**config.mk**
```make
export PLATFORM = sky130hd
export DESIGN_NAME = render_frame_sequencer_flat
export DESIGN_NICKNAME = d
export VERILOG_FILES = /design/src/rtl/render_frame_sequencer_pkg.sv /design/src/rtl/render_frame_sequencer_if.sv /design/src/rtl/render_frame_sequencer_sprite_line_hit.sv /design/src/rtl/render_frame_sequencer.sv /design/src/flat_wrapper.sv
export SDC_FILE = /design/constraint.sdc
export NUM_CORES = 1
export LEC_CHECK = 0
export ABC_AREA = 1
export CAP_MARGIN = 25
export CORE_AREA = 2 2 187 189
export DETAILED_ROUTE_END_ITERATION = 10
export DIE_AREA = 0 0 189 191
export HOLD_SLACK_MARGIN = 0.06
export PLACE_DENSITY = 0.54
export SETUP_SLACK_MARGIN = 0.1
export SYNTH_ARGS = -nofsm -noshare
export SYNTH_HDL_FRONTEND = slang
export SYNTH_SLANG_ARGS = --single-unit
```
**constraint.sdc**
```tcl
create_clock -name clk -period 11.7 [get_ports clk]
set_clock_uncertainty 0.05 [all_clocks]
set_input_delay 2.34 -clock clk [delete_from_list [all_inputs] [get_ports clk]]
set_output_delay 2.34 -clock clk [all_outputs]
set_load 0.005 [all_outputs]
```
**src/rtl/render_frame_sequencer_pkg.sv**
```systemverilog
// Shared constants for the frame sequencer: game-state and direction codes, default geometry.
// Also provides a width helper that stays valid for degenerate counts.
package render_frame_sequencer_pkg;

  localparam logic [2:0] GAME_STATE_PLAYING = 3'd1;

  localparam logic [1:0] DIR_UP    = 2'd0;
  localparam logic [1:0] DIR_LEFT  = 2'd1;
  localparam logic [1:0] DIR_DOWN  = 2'd2;
  localparam logic [1:0] DIR_RIGHT = 2'd3;

  localparam int unsigned TILE_SIZE_PX = 20;
  localparam int unsigned WIDTH_LOG2   = 10;
  localparam int unsigned HEIGHT_LOG2  = 10;

  // Counter/index width that never collapses to zero bits.
  function automatic int unsigned cnt_width(input int unsigned n);
    return (n > 1) ? $clog2(n) : 1;
  endfunction

endpackage

```
**src/rtl/render_frame_sequencer_if.sv**
```systemverilog
// Sprite update port from game logic: ready/valid handshake carrying slot, position and direction.
interface render_frame_sequencer_if #(
  parameter int unsigned X_W = 10,
  parameter int unsigned Y_W = 10
);

  logic           upd_valid;
  logic           upd_ready;
  logic [2:0]     upd_id;
  logic [X_W-1:0] upd_x;
  logic [Y_W-1:0] upd_y;
  logic [1:0]     upd_dir;

  modport master (
    output upd_valid,
    output upd_id,
    output upd_x,
    output upd_y,
    output upd_dir,
    input  upd_ready
  );

  modport slave (
    input  upd_valid,
    input  upd_id,
    input  upd_x,
    input  upd_y,
    input  upd_dir,
    output upd_ready
  );

endinterface

```
**src/rtl/render_frame_sequencer_sprite_line_hit.sv**
```systemverilog
// Vertical overlap test of one sprite against a scanline.
// The bottom edge is formed one bit wider so sprites near the screen bottom never wrap.
module render_frame_sequencer_sprite_line_hit #(
  parameter int unsigned Y_W       = 10,
  parameter int unsigned TILE_SIZE = 20
) (
  input  logic [Y_W-1:0] i_line_y,
  input  logic [Y_W-1:0] i_spr_y,
  output logic           o_hit
);

  logic [Y_W:0] w_bottom;

  assign w_bottom = {1'b0, i_spr_y} + (Y_W+1)'(TILE_SIZE);
  assign o_hit    = (i_line_y >= i_spr_y) && ({1'b0, i_line_y} < w_bottom);

endmodule

```
**src/rtl/render_frame_sequencer.sv**
```systemverilog
// Per-frame sequencer: stages sprite updates, commits them to shadow registers at frame start,
// runs the animation-frame timer and builds a per-scanline sprite overlap mask.
module render_frame_sequencer
  import render_frame_sequencer_pkg::*;
#(
  parameter int unsigned NUM_SPRITES = 5,
  parameter int unsigned X_W         = WIDTH_LOG2,
  parameter int unsigned Y_W         = HEIGHT_LOG2,
  parameter int unsigned TILE_SIZE   = TILE_SIZE_PX,
  parameter int unsigned ANIM_DIV    = 8
) (
  input  logic                     clk,
  input  logic                     rst,
  input  logic [2:0]               i_game_state,
  input  logic                     i_frame_start,
  input  logic                     i_line_start,
  input  logic [Y_W-1:0]           i_line_y,
  render_frame_sequencer_if.slave  upd_if,
  output logic [NUM_SPRITES*X_W-1:0] o_spr_x,
  output logic [NUM_SPRITES*Y_W-1:0] o_spr_y,
  output logic [NUM_SPRITES*2-1:0]   o_spr_dir,
  output logic                     o_anim_frame,
  output logic [NUM_SPRITES-1:0]   o_line_mask,
  output logic                     o_line_mask_valid,
  output logic                     o_overrun
);

  localparam int unsigned IDX_W = cnt_width(NUM_SPRITES);
  localparam int unsigned CNT_W = cnt_width(ANIM_DIV);
  localparam logic [IDX_W-1:0] LAST_IDX = IDX_W'(NUM_SPRITES - 1);
  localparam logic [CNT_W-1:0] CNT_MAX  = CNT_W'(ANIM_DIV - 1);

  typedef enum logic [1:0] {StIdle, StCommit, StScan} state_e;

  state_e                 r_state, w_state_d;
  logic [IDX_W-1:0]       r_idx, w_idx_d;
  logic [Y_W-1:0]         r_line_y, w_line_y_d;
  logic [NUM_SPRITES-1:0] r_acc, w_acc_d;
  logic [NUM_SPRITES-1:0] r_mask, w_mask_d;
  logic                   r_mask_valid, w_mask_valid_d;
  logic                   r_overrun, w_overrun_d;
  logic [CNT_W-1:0]       r_anim_cnt, w_anim_cnt_d;
  logic                   r_anim_frame, w_anim_frame_d;

  logic [X_W-1:0] r_stg_x   [NUM_SPRITES];
  logic [Y_W-1:0] r_stg_y   [NUM_SPRITES];
  logic [1:0]     r_stg_dir [NUM_SPRITES];
  logic [X_W-1:0] r_shd_x   [NUM_SPRITES];
  logic [Y_W-1:0] r_shd_y   [NUM_SPRITES];
  logic [1:0]     r_shd_dir [NUM_SPRITES];

  logic           w_accept;
  logic           w_commit;
  logic           w_hit;
  logic [Y_W-1:0] w_sy;

  assign upd_if.upd_ready = (r_state != StCommit);
  assign w_accept         = upd_if.upd_valid & upd_if.upd_ready;
  assign w_commit         = (r_state == StCommit);
  assign w_sy             = r_shd_y[r_idx];

  render_frame_sequencer_sprite_line_hit #(
    .Y_W       (Y_W),
    .TILE_SIZE (TILE_SIZE)
  ) u_hit (
    .i_line_y (r_line_y),
    .i_spr_y  (w_sy),
    .o_hit    (w_hit)
  );

  // frame_start outranks everything; line_start only restarts a scan when no frame is starting.
  always_comb begin
    w_state_d      = r_state;
    w_idx_d        = r_idx;
    w_line_y_d     = r_line_y;
    w_acc_d        = r_acc;
    w_mask_d       = r_mask;
    w_mask_valid_d = 1'b0;
    w_overrun_d    = r_overrun;
    unique case (r_state)
      StIdle: begin
        if (i_frame_start) begin
          w_state_d = StCommit;
        end else if (i_line_start) begin
          w_state_d  = StScan;
          w_idx_d    = '0;
          w_line_y_d = i_line_y;
          w_acc_d    = '0;
        end
      end
      StCommit: begin
        w_state_d = i_frame_start ? StCommit : StIdle;
      end
      StScan: begin
        if (i_frame_start) begin
          w_state_d = StCommit;
        end else if (i_line_start) begin
          w_overrun_d = 1'b1;
          w_idx_d     = '0;
          w_line_y_d  = i_line_y;
          w_acc_d     = '0;
        end else begin
          w_acc_d[r_idx] = w_hit;
          if (r_idx == LAST_IDX) begin
            w_mask_d       = w_acc_d;
            w_mask_valid_d = 1'b1;
            w_state_d      = StIdle;
          end else begin
            w_idx_d = r_idx + IDX_W'(1);
          end
        end
      end
      default: w_state_d = StIdle;
    endcase
  end

  always_comb begin
    w_anim_cnt_d   = r_anim_cnt;
    w_anim_frame_d = r_anim_frame;
    if (w_commit && (i_game_state == GAME_STATE_PLAYING)) begin
      if (r_anim_cnt == CNT_MAX) begin
        w_anim_cnt_d   = '0;
        w_anim_frame_d = ~r_anim_frame;
      end else begin
        w_anim_cnt_d = r_anim_cnt + CNT_W'(1);
      end
    end
  end

  always_ff @(posedge clk or posedge rst) begin
    if (rst) begin
      r_state      <= StIdle;
      r_idx        <= '0;
      r_line_y     <= '0;
      r_acc        <= '0;
      r_mask       <= '0;
      r_mask_valid <= 1'b0;
      r_overrun    <= 1'b0;
      r_anim_cnt   <= '0;
      r_anim_frame <= 1'b0;
    end else begin
      r_state      <= w_state_d;
      r_idx        <= w_idx_d;
      r_line_y     <= w_line_y_d;
      r_acc        <= w_acc_d;
      r_mask       <= w_mask_d;
      r_mask_valid <= w_mask_valid_d;
      r_overrun    <= w_overrun_d;
      r_anim_cnt   <= w_anim_cnt_d;
      r_anim_frame <= w_anim_frame_d;
    end
  end

  // Out-of-range slot ids match no entry, so they are accepted and dropped.
  always_ff @(posedge clk or posedge rst) begin
    if (rst) begin
      for (int i = 0; i < NUM_SPRITES; i++) begin
        r_stg_x[i]   <= '0;
        r_stg_y[i]   <= '0;
        r_stg_dir[i] <= DIR_UP;
        r_shd_x[i]   <= '0;
        r_shd_y[i]   <= '0;
        r_shd_dir[i] <= DIR_UP;
      end
    end else begin
      for (int i = 0; i < NUM_SPRITES; i++) begin
        if (w_accept && (upd_if.upd_id == 3'(i))) begin
          r_stg_x[i]   <= upd_if.upd_x;
          r_stg_y[i]   <= upd_if.upd_y;
          r_stg_dir[i] <= upd_if.upd_dir;
        end
        if (w_commit) begin
          r_shd_x[i]   <= r_stg_x[i];
          r_shd_y[i]   <= r_stg_y[i];
          r_shd_dir[i] <= r_stg_dir[i];
        end
      end
    end
  end

  for (genvar g = 0; g < NUM_SPRITES; g++) begin : g_pack
    assign o_spr_x[g*X_W +: X_W] = r_shd_x[g];
    assign o_spr_y[g*Y_W +: Y_W] = r_shd_y[g];
    assign o_spr_dir[g*2 +: 2]   = r_shd_dir[g];
  end

  assign o_anim_frame      = r_anim_frame;
  assign o_line_mask       = r_mask;
  assign o_line_mask_valid = r_mask_valid;
  assign o_overrun         = r_overrun;

endmodule

```
**src/flat_wrapper.sv**
```systemverilog
// flat-port wrapper written by rule: the top's interface ports become plain ports
module render_frame_sequencer_flat import render_frame_sequencer_pkg::*;
#(
  parameter int unsigned NUM_SPRITES = 5,
  parameter int unsigned X_W         = WIDTH_LOG2,
  parameter int unsigned Y_W         = HEIGHT_LOG2,
  parameter int unsigned TILE_SIZE   = TILE_SIZE_PX,
  parameter int unsigned ANIM_DIV    = 8
)
  (clk, rst, i_game_state, i_frame_start, i_line_start, i_line_y, o_spr_x, o_spr_y, o_spr_dir, o_anim_frame, o_line_mask, o_line_mask_valid, o_overrun, upd_if_upd_valid, upd_if_upd_id, upd_if_upd_x, upd_if_upd_y, upd_if_upd_dir, upd_if_upd_ready);
  render_frame_sequencer_if #(.X_W(X_W), .Y_W(Y_W)) upd_if_i ();
  input  logic clk;
  input  logic rst;
  input  logic [2:0] i_game_state;
  input  logic i_frame_start;
  input  logic i_line_start;
  input  logic [Y_W-1:0] i_line_y;
  output logic [NUM_SPRITES*X_W-1:0] o_spr_x;
  output logic [NUM_SPRITES*Y_W-1:0] o_spr_y;
  output logic [NUM_SPRITES*2-1:0] o_spr_dir;
  output logic o_anim_frame;
  output logic [NUM_SPRITES-1:0] o_line_mask;
  output logic o_line_mask_valid;
  output logic o_overrun;
  input wire logic [$bits(upd_if_i.upd_valid)-1:0] upd_if_upd_valid;
  input wire logic [$bits(upd_if_i.upd_id)-1:0] upd_if_upd_id;
  input wire logic [$bits(upd_if_i.upd_x)-1:0] upd_if_upd_x;
  input wire logic [$bits(upd_if_i.upd_y)-1:0] upd_if_upd_y;
  input wire logic [$bits(upd_if_i.upd_dir)-1:0] upd_if_upd_dir;
  output wire logic [$bits(upd_if_i.upd_ready)-1:0] upd_if_upd_ready;
  assign upd_if_i.upd_valid = upd_if_upd_valid;
  assign upd_if_i.upd_id = upd_if_upd_id;
  assign upd_if_i.upd_x = upd_if_upd_x;
  assign upd_if_i.upd_y = upd_if_upd_y;
  assign upd_if_i.upd_dir = upd_if_upd_dir;
  assign upd_if_upd_ready = upd_if_i.upd_ready;
  render_frame_sequencer #(.NUM_SPRITES(NUM_SPRITES), .X_W(X_W), .Y_W(Y_W), .TILE_SIZE(TILE_SIZE), .ANIM_DIV(ANIM_DIV)) u_core (.clk(clk), .rst(rst), .i_game_state(i_game_state), .i_frame_start(i_frame_start), .i_line_start(i_line_start), .i_line_y(i_line_y), .upd_if(upd_if_i), .o_spr_x(o_spr_x), .o_spr_y(o_spr_y), .o_spr_dir(o_spr_dir), .o_anim_frame(o_anim_frame), .o_line_mask(o_line_mask), .o_line_mask_valid(o_line_mask_valid), .o_overrun(o_overrun));
endmodule
```
==> flow_summary.json, run 1 <==
{
  "worstMarginPinSlew_ps": 978,
  "initial_core_util_pct": 30.7,
  "synth-edff-count": 0,
  "layout.nets": 1405,
  "setup.worst_path.end": "upd_if_upd_ready",
  "cts-root-buf": "sky130_fd_sc_hd__clkbuf_16",
  "timing.setup.tns_ps": 0,
  "worst_path_dominant_cell_family": "buffers and inverters",
  "finalSetupViolCount": 0,
  "yosys_warnings": 0,
  "critPathRequiredTime_ps": 9310,
  "grt_overflow": 0,
  "worst_path_max_delay_cell": "sky130_fd_sc_hd__clkinv_2",
  "buffer_ports.inserted": 161,
  "synth_fp_nets": 1255,
  "grt_usage_pct": 15.8,
  "dp.cells": 1759,
  "critical_path_cell_count": 4,
  "cts-buffers-inserted": 28,
  "synth.avg_cell_area_um2": 8.85,
  "route.detailed.drc": 0,
  "holdCritPathClass": "register to register",
  "cts.repair.resized": 0,
  "timing_hold_violations_final": 0,
  "tritoncts": "yes",
  "post-cts-setup-buffers": 0,
  "grt_antenna_before_repair": 2,
  "viasPerCell": 4.51,
  "first_pass_iters": 5,
  "critPathCaptureType": "output pin",
  "worst_hold_path.num_cells": 1,
  "fin_crit_sh_pct": 47.8,
  "fp.dieArea_um2": 36100,
  "startpoint_type": "register",
  "worstSetupStartpoint": "u_core.r_state[1]",
  "finalCriticalPeriod_ps": 5590,
  "ys_ff_latch": 251,
  "die-width_um": 189,
  "areaGrowthSynthToFinish_pct": 29.3,
  "worstSetupPathType": "register to output pin",
  "clock_tree.buffer_depth": 3,
  "layout-drive-gt1-share_pct": 6.42,
  "die_h_um": 191,
  "floorplan.io_pins": 162,
  "grt_setup_unrepaired": "no",
  "rr_worst_depth": 23,
  "antenna_left": 0,
  "max_slew_violation_count": 0,
  "timing.max_slew.rel_slack_pct": 34.3,
  "critPathMaxStageDelay_ps": 800,
  "cts.hold.buffers_added": 0,
  "clock_sink_count": 251,
  "core_um2": 34100,
  "dr_total_vias": 8170,
  "grt_first_pass_wirelength_mm": 45.3,
  "number_of_global_route_vias_before_repair": 8046,
  "post_synthesis_cell_area_um2": 10500,
  "synth.distinct_cells": 35,
  "clkLatencyLatePin_ps": 550,
  "syn-instance-count": 1185,
  "worst_setup_hold_path_clk_slew_ps": 60,
  "rows": 68,
  "async_reset_ff_share_pct": 100,
  "fmax_ghz": 0.179,
  "post-dp-hpwl_mm": 18.6,
  "critical_path.n_buffers_inverters": 3,
  "drt_iter0_drc": 531,
  "r2r_start": "u_core.r_idx[0]",
  "crit_arrival_ps": 3200,
  "finalWirelength_mm": 28.0,
  "gp_routability_congestion": 0.814,
  "synth-main-ff-cell": "sky130_fd_sc_hd__dfrtp_1",
  "layout.filler_cells": 3454,
  "htree_levels": 1,
  "status": "finished clean",
  "synth-seq-area-share_pct": 59.9,
  "r2r_end": "u_core.o_line_mask[2]",
  "critical_path_cell_list": "inv_1 > ha_4 > clkinv_2 > clkdlybuf4s50_1",
  "peakVddDrop_v": 0.000121,
  "routedWlPerCell_um": 15.4,
  "max-cap-violations": 0,
  "worst-path-max-fanout": 63,
  "power.density_nw_per_um2": 270,
  "worst_r2r_setup_slack_ps": 7960,
  "reported_leakage_power_nw": 6.69,
  "final-instance-count-excl-fill": 1811,
  "pin_count_of_the_biggest_net_entering_global_routing": 114
}
[state kept, by name (all words and copies together), names as in the netlist, 2 cells and up]
| register | cells |
|---|---|
| u_core.o_spr_x | 50 |
| u_core.o_spr_y | 50 |
| u_core.r_stg_x | 50 |
| u_core.r_stg_y | 50 |
| u_core.o_spr_dir | 10 |
| u_core.r_line_y | 10 |
| u_core.r_stg_dir | 10 |
| u_core.o_line_mask | 5 |
| u_core.r_acc | 5 |
| u_core.r_anim_cnt | 3 |
| u_core.r_idx | 3 |
| u_core.r_state | 2 |
[placed cells by master, fill, tap and decap left out, types with 2 or more instances in the layout]
| cell type | n |
|---|---|
| sky130_fd_sc_hd__nor2_2 | 2 |
| sky130_fd_sc_hd__nand3_1 | 22 |
| sky130_fd_sc_hd__xor2_1 | 4 |
| sky130_fd_sc_hd__o22ai_1 | 4 |
| sky130_fd_sc_hd__ha_1 | 26 |
| sky130_fd_sc_hd__mux2_2 | 9 |
| sky130_fd_sc_hd__nand4_1 | 5 |
| sky130_fd_sc_hd__o211ai_1 | 2 |
| sky130_fd_sc_hd__buf_4 | 8 |
| sky130_fd_sc_hd__or2_2 | 5 |
| sky130_fd_sc_hd__nor2_1 | 17 |
| sky130_fd_sc_hd__clkbuf_16 | 28 |
| sky130_fd_sc_hd__dfrtp_1 | 251 |
| sky130_fd_sc_hd__nand3b_1 | 4 |
| sky130_fd_sc_hd__bufinv_16 | 3 |
| sky130_fd_sc_hd__inv_2 | 6 |
| sky130_fd_sc_hd__clkbuf_1 | 6 |
| sky130_fd_sc_hd__o21ai_0 | 132 |
| sky130_fd_sc_hd__a21oi_1 | 13 |
| sky130_fd_sc_hd__nor3_1 | 3 |
| sky130_fd_sc_hd__nand2_1 | 550 |
| sky130_fd_sc_hd__inv_1 | 61 |
| sky130_fd_sc_hd__nand2_2 | 4 |
| sky130_fd_sc_hd__clkinvlp_4 | 2 |
| sky130_fd_sc_hd__clkbuf_8 | 9 |
| sky130_fd_sc_hd__clkdlybuf4s50_1 | 161 |
| sky130_fd_sc_hd__clkinv_2 | 2 |
[cell type report]
cell class	count	area, um2	share of cell area, %
antenna	1	2.50	0.0185
clock buffer	43	847	6.25
clock inverter	7	140	1.03
inverter	69	268	1.98
multi-input combinational	815	3740	27.6
sequential	251	6280	46.4
tap	455	569	4.20
timing repair buffer	170	1700	12.5
[synth_stat cells (3+ instances only)]
| cell type | number | area (um2) |
|---|---|---|
| sky130_fd_sc_hd__nand2_1 | 550 | 2060 |
| sky130_fd_sc_hd__dfrtp_1 | 251 | 6280 |
| sky130_fd_sc_hd__o21ai_0 | 132 | 661 |
| sky130_fd_sc_hd__inv_1 | 63 | 236 |
| sky130_fd_sc_hd__clkbuf_1 | 42 | 158 |
| sky130_fd_sc_hd__ha_1 | 27 | 338 |
| sky130_fd_sc_hd__nand3_1 | 23 | 115 |
| sky130_fd_sc_hd__nor2_1 | 17 | 63.8 |
| sky130_fd_sc_hd__a21oi_1 | 13 | 65.1 |
| sky130_fd_sc_hd__mux2_2 | 9 | 101 |
| sky130_fd_sc_hd__inv_2 | 6 | 22.5 |
| sky130_fd_sc_hd__nand4_1 | 5 | 31.3 |
| sky130_fd_sc_hd__or2_2 | 5 | 31.3 |
| sky130_fd_sc_hd__buf_1 | 4 | 15.0 |
| sky130_fd_sc_hd__nand2_2 | 4 | 25.0 |
| sky130_fd_sc_hd__nand3b_1 | 4 | 30.0 |
| sky130_fd_sc_hd__o22ai_1 | 4 | 25.0 |
| sky130_fd_sc_hd__xor2_1 | 4 | 35.0 |
| sky130_fd_sc_hd__nor3_1 | 3 | 15.0 |
[worst register-to-register path: cells and delay by family (launching register included)]
kind	cells	cell delay (ps)
compound gates	3	390
xor+xnor	1	150
fa+ha+maj	2	530
buf+inv	3	530
flops	1	760
simple gates	14	1220
[logic make-up after synthesis]
kind of cell | synth area share (%)
AOI/OAI and AO/OA | 7.77
buffers and inverters | 4.54
muxes | 0.967
xor gates and xnor gates | 0.418
and+or+nand+nor | 23.2
DFF | 59.9
adders and majority gates | 3.22
[power breakdown]
group	switching [mW]	total, mW	internal [mW]
Sequential	0.257	1.48	1.22
Clock	0.354	0.918	0.564
Combinational	0.680	1.26	0.580
[worst min path at each step]
stage                              from             endpoint  slack [ps]
finish                 u_core.o_overrun     u_core.o_overrun         420
global route         u_core.r_stg_x[31]   u_core.o_spr_x[11]         430
CTS                 u_core.o_spr_dir[8]  u_core.o_spr_dir[8]         420
detailed placement  u_core.o_spr_dir[8]  u_core.o_spr_dir[8]         410
global placement       u_core.o_overrun     u_core.o_overrun         400
floorplan               u_core.r_acc[0]      u_core.r_acc[0]         390
[stage by stage]
step	hold slack (ps)	instance area [um2]	util [%]	power, mW	setup WS [ps]
CTS	422	13500	39.6	3.71	6010
finish	417	13600	39.7	3.66	6110
floorplan	392	10500	-	2.17	2410
global route	432	13500	39.7	3.96	5850
global placement	401	12500	36.7	2.74	6580
detailed placement	407	12500	36.7	2.77	6600
[layer usage]
layer  routed length (um)  vias up  track usage (%)
met1                13400     3917             22.0
li1                     -     4036                -
met2                12700      186             25.9
met5                   11        -                0
met3                 1450       29             3.01
met4                  355        2             2.46
No activity file was read; power rests on OpenSTA's default activity.
==> inputs of run 2 (changes only) <==
Settings changed: PLACE_DENSITY 0.54 to 0.55.
Clock period 11.7 ns to 4.9 ns, I/O delays scaled along.
==> run 2 against run 1 <==
Effect of this change: power up 140%; clock power up 130%; first-iteration DRC count fell by 5.1%; utilization fell by 0.14 points; critical path depth increased by 19; cell count grew 0.17%; highest routed layer is now met4; die area unchanged; via count grew 0.12%; non-clock buffer count up 1; register-to-register slack got worse by 6500 ps; combinational power grew 140%.
==> flow_summary.json, run 2 (synthesized netlist as in run 1, its figures left out) <==
{
  "initial_core_util_pct": 30.7,
  "holdPathEnd": "u_core.o_overrun",
  "worstSetupPathType": "register to register",
  "core_um2": 34100,
  "worst_path_max_delay_cell": "sky130_fd_sc_hd__dfrtp_1",
  "timing_hold_violations_final": 0,
  "startpoint_type": "register",
  "pin_count_of_the_biggest_net_entering_global_routing": 190,
  "dr_total_vias": 8180,
  "worst_hold_path.num_cells": 1,
  "antenna_left": 0,
  "cts-buffers-inserted": 28,
  "buffer_ports.inserted": 161,
  "worst-path-max-fanout": 16,
  "max_slew_violation_count": 0,
  "route.detailed.drc": 0,
  "reported_leakage_power_nw": 6.67,
  "finalWirelength_mm": 28.3,
  "clock_sink_count": 251,
  "worstMarginPinSlew_ps": 1040,
  "critPathMaxStageDelay_ps": 670,
  "gp_routability_congestion": 0.847,
  "viasPerCell": 4.51,
  "drt_iter0_drc": 504,
  "finalCriticalPeriod_ps": 3400,
  "max-cap-violations": 0,
  "worst_r2r_setup_slack_ps": 1500,
  "number_of_global_route_vias_before_repair": 8146,
  "layout.filler_cells": 3461,
  "grt_overflow": 0,
  "layout-drive-gt1-share_pct": 6.48,
  "cts.repair.resized": 0,
  "critical_path_cell_list": "inv_2 > nand2_1 > inv_1 > a21oi_1 > nand2_1 > ha_1 > inv_1 > a21oi_2 > xor2_1 > ha_1 > nand2_1 > a21oi_1 > nor2_1 > nand2_1 > nand2_1 > nand2_1 > nand2_1 > nand2_1 > nand2_1 > nand2_2 > nand2_1 > nand3_1 > nand2_1",
  "layout.core_utilization_pct": 39.6,
  "timing.max_slew.rel_slack_pct": 30.4,
  "critPathRequiredTime_ps": 5280,
  "grt_antenna_before_repair": 1,
  "clock_tree.buffer_depth": 3,
  "layout.nets": 1406,
  "htree_levels": 1,
  "worstSetupStartpoint": "u_core.r_idx[0]",
  "rows": 68,
  "r2r_end": "u_core.o_line_mask[2]",
  "cts.hold.buffers_added": 0,
  "post-layout-total-power_mw": 8.69,
  "worst_setup_hold_path_clk_slew_ps": 60,
  "fin_crit_sh_pct": 69.3,
  "most_frequent_cells_in_the_layout": "sky130_fd_sc_hd__nand2_1 (550), sky130_fd_sc_hd__dfrtp_1 (251), sky130_fd_sc_hd__clkdlybuf4s50_1 (161)",
  "first_pass_iters": 5,
  "grt_setup_unrepaired": "no",
  "timing.setup.tns_ps": 0,
  "routedWlPerCell_um": 15.6,
  "hold_path.startpoint": "u_core.o_overrun",
  "post-dp-hpwl_mm": 18.7,
  "die-width_um": 189,
  "power.density_nw_per_um2": 643,
  "tritoncts": "yes",
  "mostFrequentLayoutCell": "sky130_fd_sc_hd__nand2_1",
  "post-cts-setup-buffers": 0,
  "r2r_start": "u_core.r_idx[0]",
  "status": "finished clean",
  "clkLatencyLatePin_ps": 540,
  "grt_usage_pct": 15.8,
  "fmax_ghz": 0.294,
  "floorplan.io_pins": 162,
  "finalSetupViolCount": 0,
  "die_h_um": 191,
  "peakVddDrop_v": 0.000315,
  "critPathCaptureType": "register",
  "holdCritPathClass": "register to register",
  "cts-root-buf": "sky130_fd_sc_hd__clkbuf_16",
  "areaGrowthSynthToFinish_pct": 28.8,
  "crit_top_cell": "sky130_fd_sc_hd__nand2_1",
  "rr_worst_depth": 23,
  "crit_arrival_ps": 3770,
  "fp.dieArea_um2": 36100,
  "grt_first_pass_wirelength_mm": 45.5,
  "fin_worst_hold_slack_ps": 420
}
## run 2: through the flow
step	worst slack (ps)	cell area (um2)	std cells
floorplan	568	10500	1185
global placement	1640	12500	1760
detailed placement	1560	12500	1760
CTS	1470	13500	1812
global route	1100	13500	1813
finish	1500	13500	1814
## run 2: worst max-delay path, delay by kind of cell, from the launching register on
| family | cells | cell delay, ps |
|---|---|---|
| flops | 1 | 670 |
| compound gates | 3 | 370 |
| xor+xnor | 1 | 160 |
| buf+inv | 3 | 430 |
| fa+ha+maj | 2 | 510 |
| simple gates | 14 | 1100 |
## run 2: final cells by class
class	count	area, um2	area share [%]
flip-flops and latches	251	6280	46.5
multi-input cells	815	3740	27.7
repair buffers	171	1710	12.7
clock buffers	45	855	6.33
well taps	455	569	4.22
inverters	69	264	1.96
clock inverters	7	75.1	0.556
diodes	1	2.50	0.0185
## run 2: worst max path at each step
stage	to	depth (start not counted)
floorplan	u_core.o_anim_frame	1
global route	u_core.r_acc[2]	23
detailed placement	u_core.r_acc[1]	23
finish	u_core.o_line_mask[2]	23
global placement	u_core.o_line_mask[2]	23
CTS	upd_if_upd_ready	4
## run 2: power by group
part	total [mW]	switching [mW]	internal, mW
combinational	3.05	1.65	1.40
sequential	3.54	0.623	2.92
clock	2.09	0.843	1.24
## run 2: routing by layer
metal	part of all wire [%]	global-route usage (%)	vias up	wire length [um]
li1	-	-	4037	-
met3	5.9	3.36	35	1680
met4	2.0	3.46	0	560
met2	44	24.5	204	12400
met5	0	0	-	0
met1	48	22.6	3904	13700
==> variant 1: new RTL, settings of run 1 <==
Set the package constant `WIDTH_LOG2` to 9 (it was 10).
--- a/src/rtl/render_frame_sequencer_pkg.sv
+++ b/src/rtl/render_frame_sequencer_pkg.sv
@@ -10,7 +10,7 @@
   localparam logic [1:0] DIR_RIGHT = 2'd3;
 
   localparam int unsigned TILE_SIZE_PX = 20;
-  localparam int unsigned WIDTH_LOG2   = 10;
+  localparam int unsigned WIDTH_LOG2   = 9;
   localparam int unsigned HEIGHT_LOG2  = 10;
 
   // Counter/index width that never collapses to zero bits.
Interface: changed (resized o_spr_x and upd_if_upd_x); port bits go from 162 to 156. The function was not compared with the original's and may differ.
==> variant 1 against run 1 <==
Synthesized area fell by 2.2%. Power fell by 2.0%. Routed wire length fell by 0.94%. Sequential power fell by 4%. Worst setup slack improved by 0.78 ns. First-iteration DRC count fell by 12%. Via count fell by 4.6%. Largest power group unchanged. Register-to-register slack improved by 0.17 ns. Synthesized cell count fell by 4.2%. Design area fell by 2.5%. Combinational power barely moved. Sequential cell count fell by 10. Clock power fell by 2%.
==> variant 1: results (changes against run 1) <==
Status
  • Status: completed (unchanged)

Critical path
  • CP arrival: 2.43 ns (was 3.20 ns)

Synthesis
  • Synth top cells by count: nand2_1, dfrtp_1, o21ai_0, inv_1, clkbuf_1 (unchanged)
  • Top cells by area, synth: dfrtp_1, nand2_1, o21ai_0 (unchanged)
  • Synth cell types: 40 (was 35)
  • Synth Net Count: 1204 (was 1255)
  • Register area share after synthesis: 58.8% (was 59.9%)

Global route
  • Vias in the first global route: 7765 (was 8046)
  • First-pass GRT wire length: 44.5 mm (was 45.3 mm)
  • Gr usage total: 15.5% (was 15.8%)
  • Antenna violations before repair: 1 (was 2)

Timing
  • Worst slew pin tran: 0.901 ns (was 0.978 ns)

Finish
  • Share of cells above drive strength 1: 8.63% (was 6.42%)
  • Nets: 1347 (was 1405)
  • Fillers: 3438 (was 3454)

Detailed routing
  • Via/cell ratio: 4.45 (was 4.51)
  • Detailed-route wire length per cell: 15.8 um (was 15.4 um)
  • Drt first pass iters: 4 (was 5)

Placed design
  • HPWL Detailed: 18.7 mm (was 18.6 mm)
  • GP Congestion: 0.839 (was 0.814)
  • Buffers added on ports: 155 (was 161)

Pwr
  • Power Internal: 2300 uW (was 2370 uW)
  • Cell leakage power: 0.00640 uW (was 0.00669 uW)
  • Worst vdd ir: 125 uV (was 121 uV)

Worst hold path
  • Hold_sp: u_core.o_anim_frame (was u_core.o_overrun)
[variant 1: metal layers]
metal / track usage (%) / share of wire (%) / vias to the layer above
met3: 2.99 / 4.7 / 46
met5: 0 / 0 / -
met1: 22.4 / 49 / 3675
met2: 23.8 / 44 / 177
li1: - / - / 3900
met4: 4.15 / 2.5 / 0
[variant 1: path summary, 6_finish.rpt]
path / slack, ns / depth (start not counted) / endpoint
worst max-delay path: 6.89 / 4 / upd_if_upd_ready
worst min-delay path: 0.42 / 1 / u_core.o_anim_frame
max in group asynchronous: 7.87 / 3 / u_core.r_acc[2]
worst max register to register: 8.13 / 23 / u_core.o_line_mask[0]
worst min register to register: 0.42 / 1 / u_core.o_anim_frame
min in group asynchronous: 2.22 / 2 / u_core.o_spr_dir[8]
[variant 1: area by class of cell]
type                    count  area, um^2  area share (%)
clock buffers              42         865            6.55
multi-input cells         760        3700            28.0
flip-flops and latches    241        6030            45.7
repair buffers            163        1610            12.2
diodes                      1        2.50          0.0190
well taps                 455         569            4.31
clock inverters             8         101           0.767
inverters                  84         323            2.44
[variant 1: critical path, cell delays in order (launching register included)]
cell	delay, ns
dfrtp_1	0.40
inv_1	0.13
ha_4	0.47
inv_2	0.33
clkdlybuf4s50_1	0.54
[variant 1: power by group through the flow]
stage	registers [uW]	logic, uW	clock network [uW]
floorplan	1360	765	0
global placement	1430	1250	0
detailed placement	1430	1290	0
CTS	1420	1290	925
global route	1460	1450	964
finish	1420	1260	904
[variant 1: cell families after synthesis]
family / Yosys count / share of synthesized area (%)
and+or+nand+nor: 553 / 22.4
DFF: 241 / 58.8
AOI/OAI and AO/OA: 164 / 8.65
buffers and inverters: 134 / 5.27
adders and majority gates: 27 / 3.29
muxes: 9 / 0.988
xor gates and xnor gates: 7 / 0.598
[variant 1: stage by stage]
step	setup WS [ns]	cells	util, %	area (um^2)
finish	6.89	1754	38.7	13200
global route	6.68	1753	38.7	13200
CTS	6.81	1753	38.7	13200
detailed placement	7.04	1703	35.9	12200
global placement	7.09	1703	35.9	12200
floorplan	2.69	1135	-	10300
==> variant 2: new RTL, flow settings as in run 1 <==
Made on the original files. Register the output `o_overrun` once more, with the module's reset; this adds one clock of latency there. The other outputs are not delayed to match.
--- a/src/rtl/render_frame_sequencer.sv
+++ b/src/rtl/render_frame_sequencer.sv
@@ -187,7 +187,13 @@
   assign o_anim_frame      = r_anim_frame;
   assign o_line_mask       = r_mask;
   assign o_line_mask_valid = r_mask_valid;
-  assign o_overrun         = r_overrun;
+  always_ff @(posedge clk or posedge rst) begin
+    if (rst) begin
+      o_overrun <= '0;
+    end else begin
+      o_overrun <= r_overrun;
+    end
+  end
 
 endmodule
 
Formal check against the unedited RTL: not equivalent (Yosys sat finds a counterexample within 4 cycles, from zero or initial values and one cycle with rst high).
==> variant 2 against run 1 <==
Design area up 0.94%. Register-to-register slack better by 0.21 ns. Power up 1.6%. Routed wire length up 0.67%. Sequential cell count up 1. Synthesized cell count down 0.17%. Non-clock buffer count up 1. Core utilization up 0.37 points. Highest routed layer unchanged. Worst setup slack better by 0.84 ns. Synthesized area up 1.1%.
==> variant 2: results (changes against run 1) <==
Synthesis
  • Adder-Cell Fraction of Synth Area: 3.19% (was 3.22%)
  • Top cells by area, synth: dfrtp_1, nand2_1, o21ai_0 (unchanged)
  • Synth cell types: 39 (was 35)
  • Post-Synth XOR/XNOR Area: 0.496% (was 0.418%)
  • Mux contribution to synthesized area: 0.956% (was 0.967%)
  • Synth top cells by count: nand2_1, dfrtp_1, o21ai_0, inv_1, clkbuf_1 (unchanged)

Global route
  • M1 GR Usage: 22.6% (was 22.0%)
  • Met3 GRT Util: 2.88% (was 3.01%)
  • Vias in the first global route: 7957 (was 8046)
  • Met2 Usage GRT: 25.1% (was 25.9%)
  • First-pass GRT wire length: 45.4 mm (was 45.3 mm)

Placed design
  • GP Congestion: 0.831 (was 0.814)
  • Dpl cell area: 12700 um^2 (was 12500 um^2)

Critical path
  • Worst R2R Path Depth: 22 (was 23)
  • Crit path largest cell delay: 0.55 ns (was 0.80 ns)
  • FF-to-FF End: u_core.o_line_mask[4] (was u_core.o_line_mask[2])

Worst hold path
  • Endpoint, Worst Hold: u_core.o_overrun (unchanged)
  • Hold depth: 0 (was 1)
  • Hold_sp: u_core.r_overrun (was u_core.o_overrun)

Detailed routing
  • WL final: 28.2 mm (was 28.0 mm)
  • Routed length on met2: 12.5 mm (was 12.7 mm)
  • Met3 wire length: 1.55 mm (was 1.45 mm)
  • Initial DRC count: 546 (was 531)
  • Drt first pass iters: 4 (was 5)

Finish
  • Share of cells above drive strength 1: 8.63% (was 6.42%)
  • FF+latch area: 6310 um^2 (was 6280 um^2)
  • Fillers: 3411 (was 3454)
  • Diodes inserted: 0 (was 1)

Pwr
  • Clock power frac: 24.5% (was 25.1%)

Status
  • Status: completed (unchanged)

Timing
  • Tcrit/Tclk final: 40.6% (was 47.8%)
  • Worst slew pin tran: 0.907 ns (was 0.978 ns)
==> variant 2: final cells by class <==
type | instances | share of cell area [%]
sequential | 252 | 46.1
clock buffer | 37 | 5.89
inverter | 78 | 2.22
multi-input combinational | 803 | 27.8
clock inverter | 15 | 1.16
tap | 455 | 4.16
timing repair buffer | 171 | 12.6
==> variant 2: worst max-delay path, delay by kind of cell (launching register included) <==
family                   cells  cell delay [ns]
adder cells (fa/ha/maj)      1             0.55
buffers and inverters        3             0.85
flip-flops                   1             0.41
==> variant 2: stage by stage <==
step                      hold slack [ns]  total power (uW)  cells
final                               0.328              3720   1811
after global routing                0.346              4030   1811
after CTS                           0.333              3760   1809
after detailed placement            0.320              2830   1757
after global placement              0.314              2800   1757
after floorplan                     0.305              2210   1183
==> variant 2: logic make-up after synthesis <==
family,count (synthesis)
and+or+nand+nor,597
DFF,252
adders and majority gates,27
xor gates and xnor gates,6
AOI/OAI and AO/OA,164
muxes,9
buffers and inverters,128
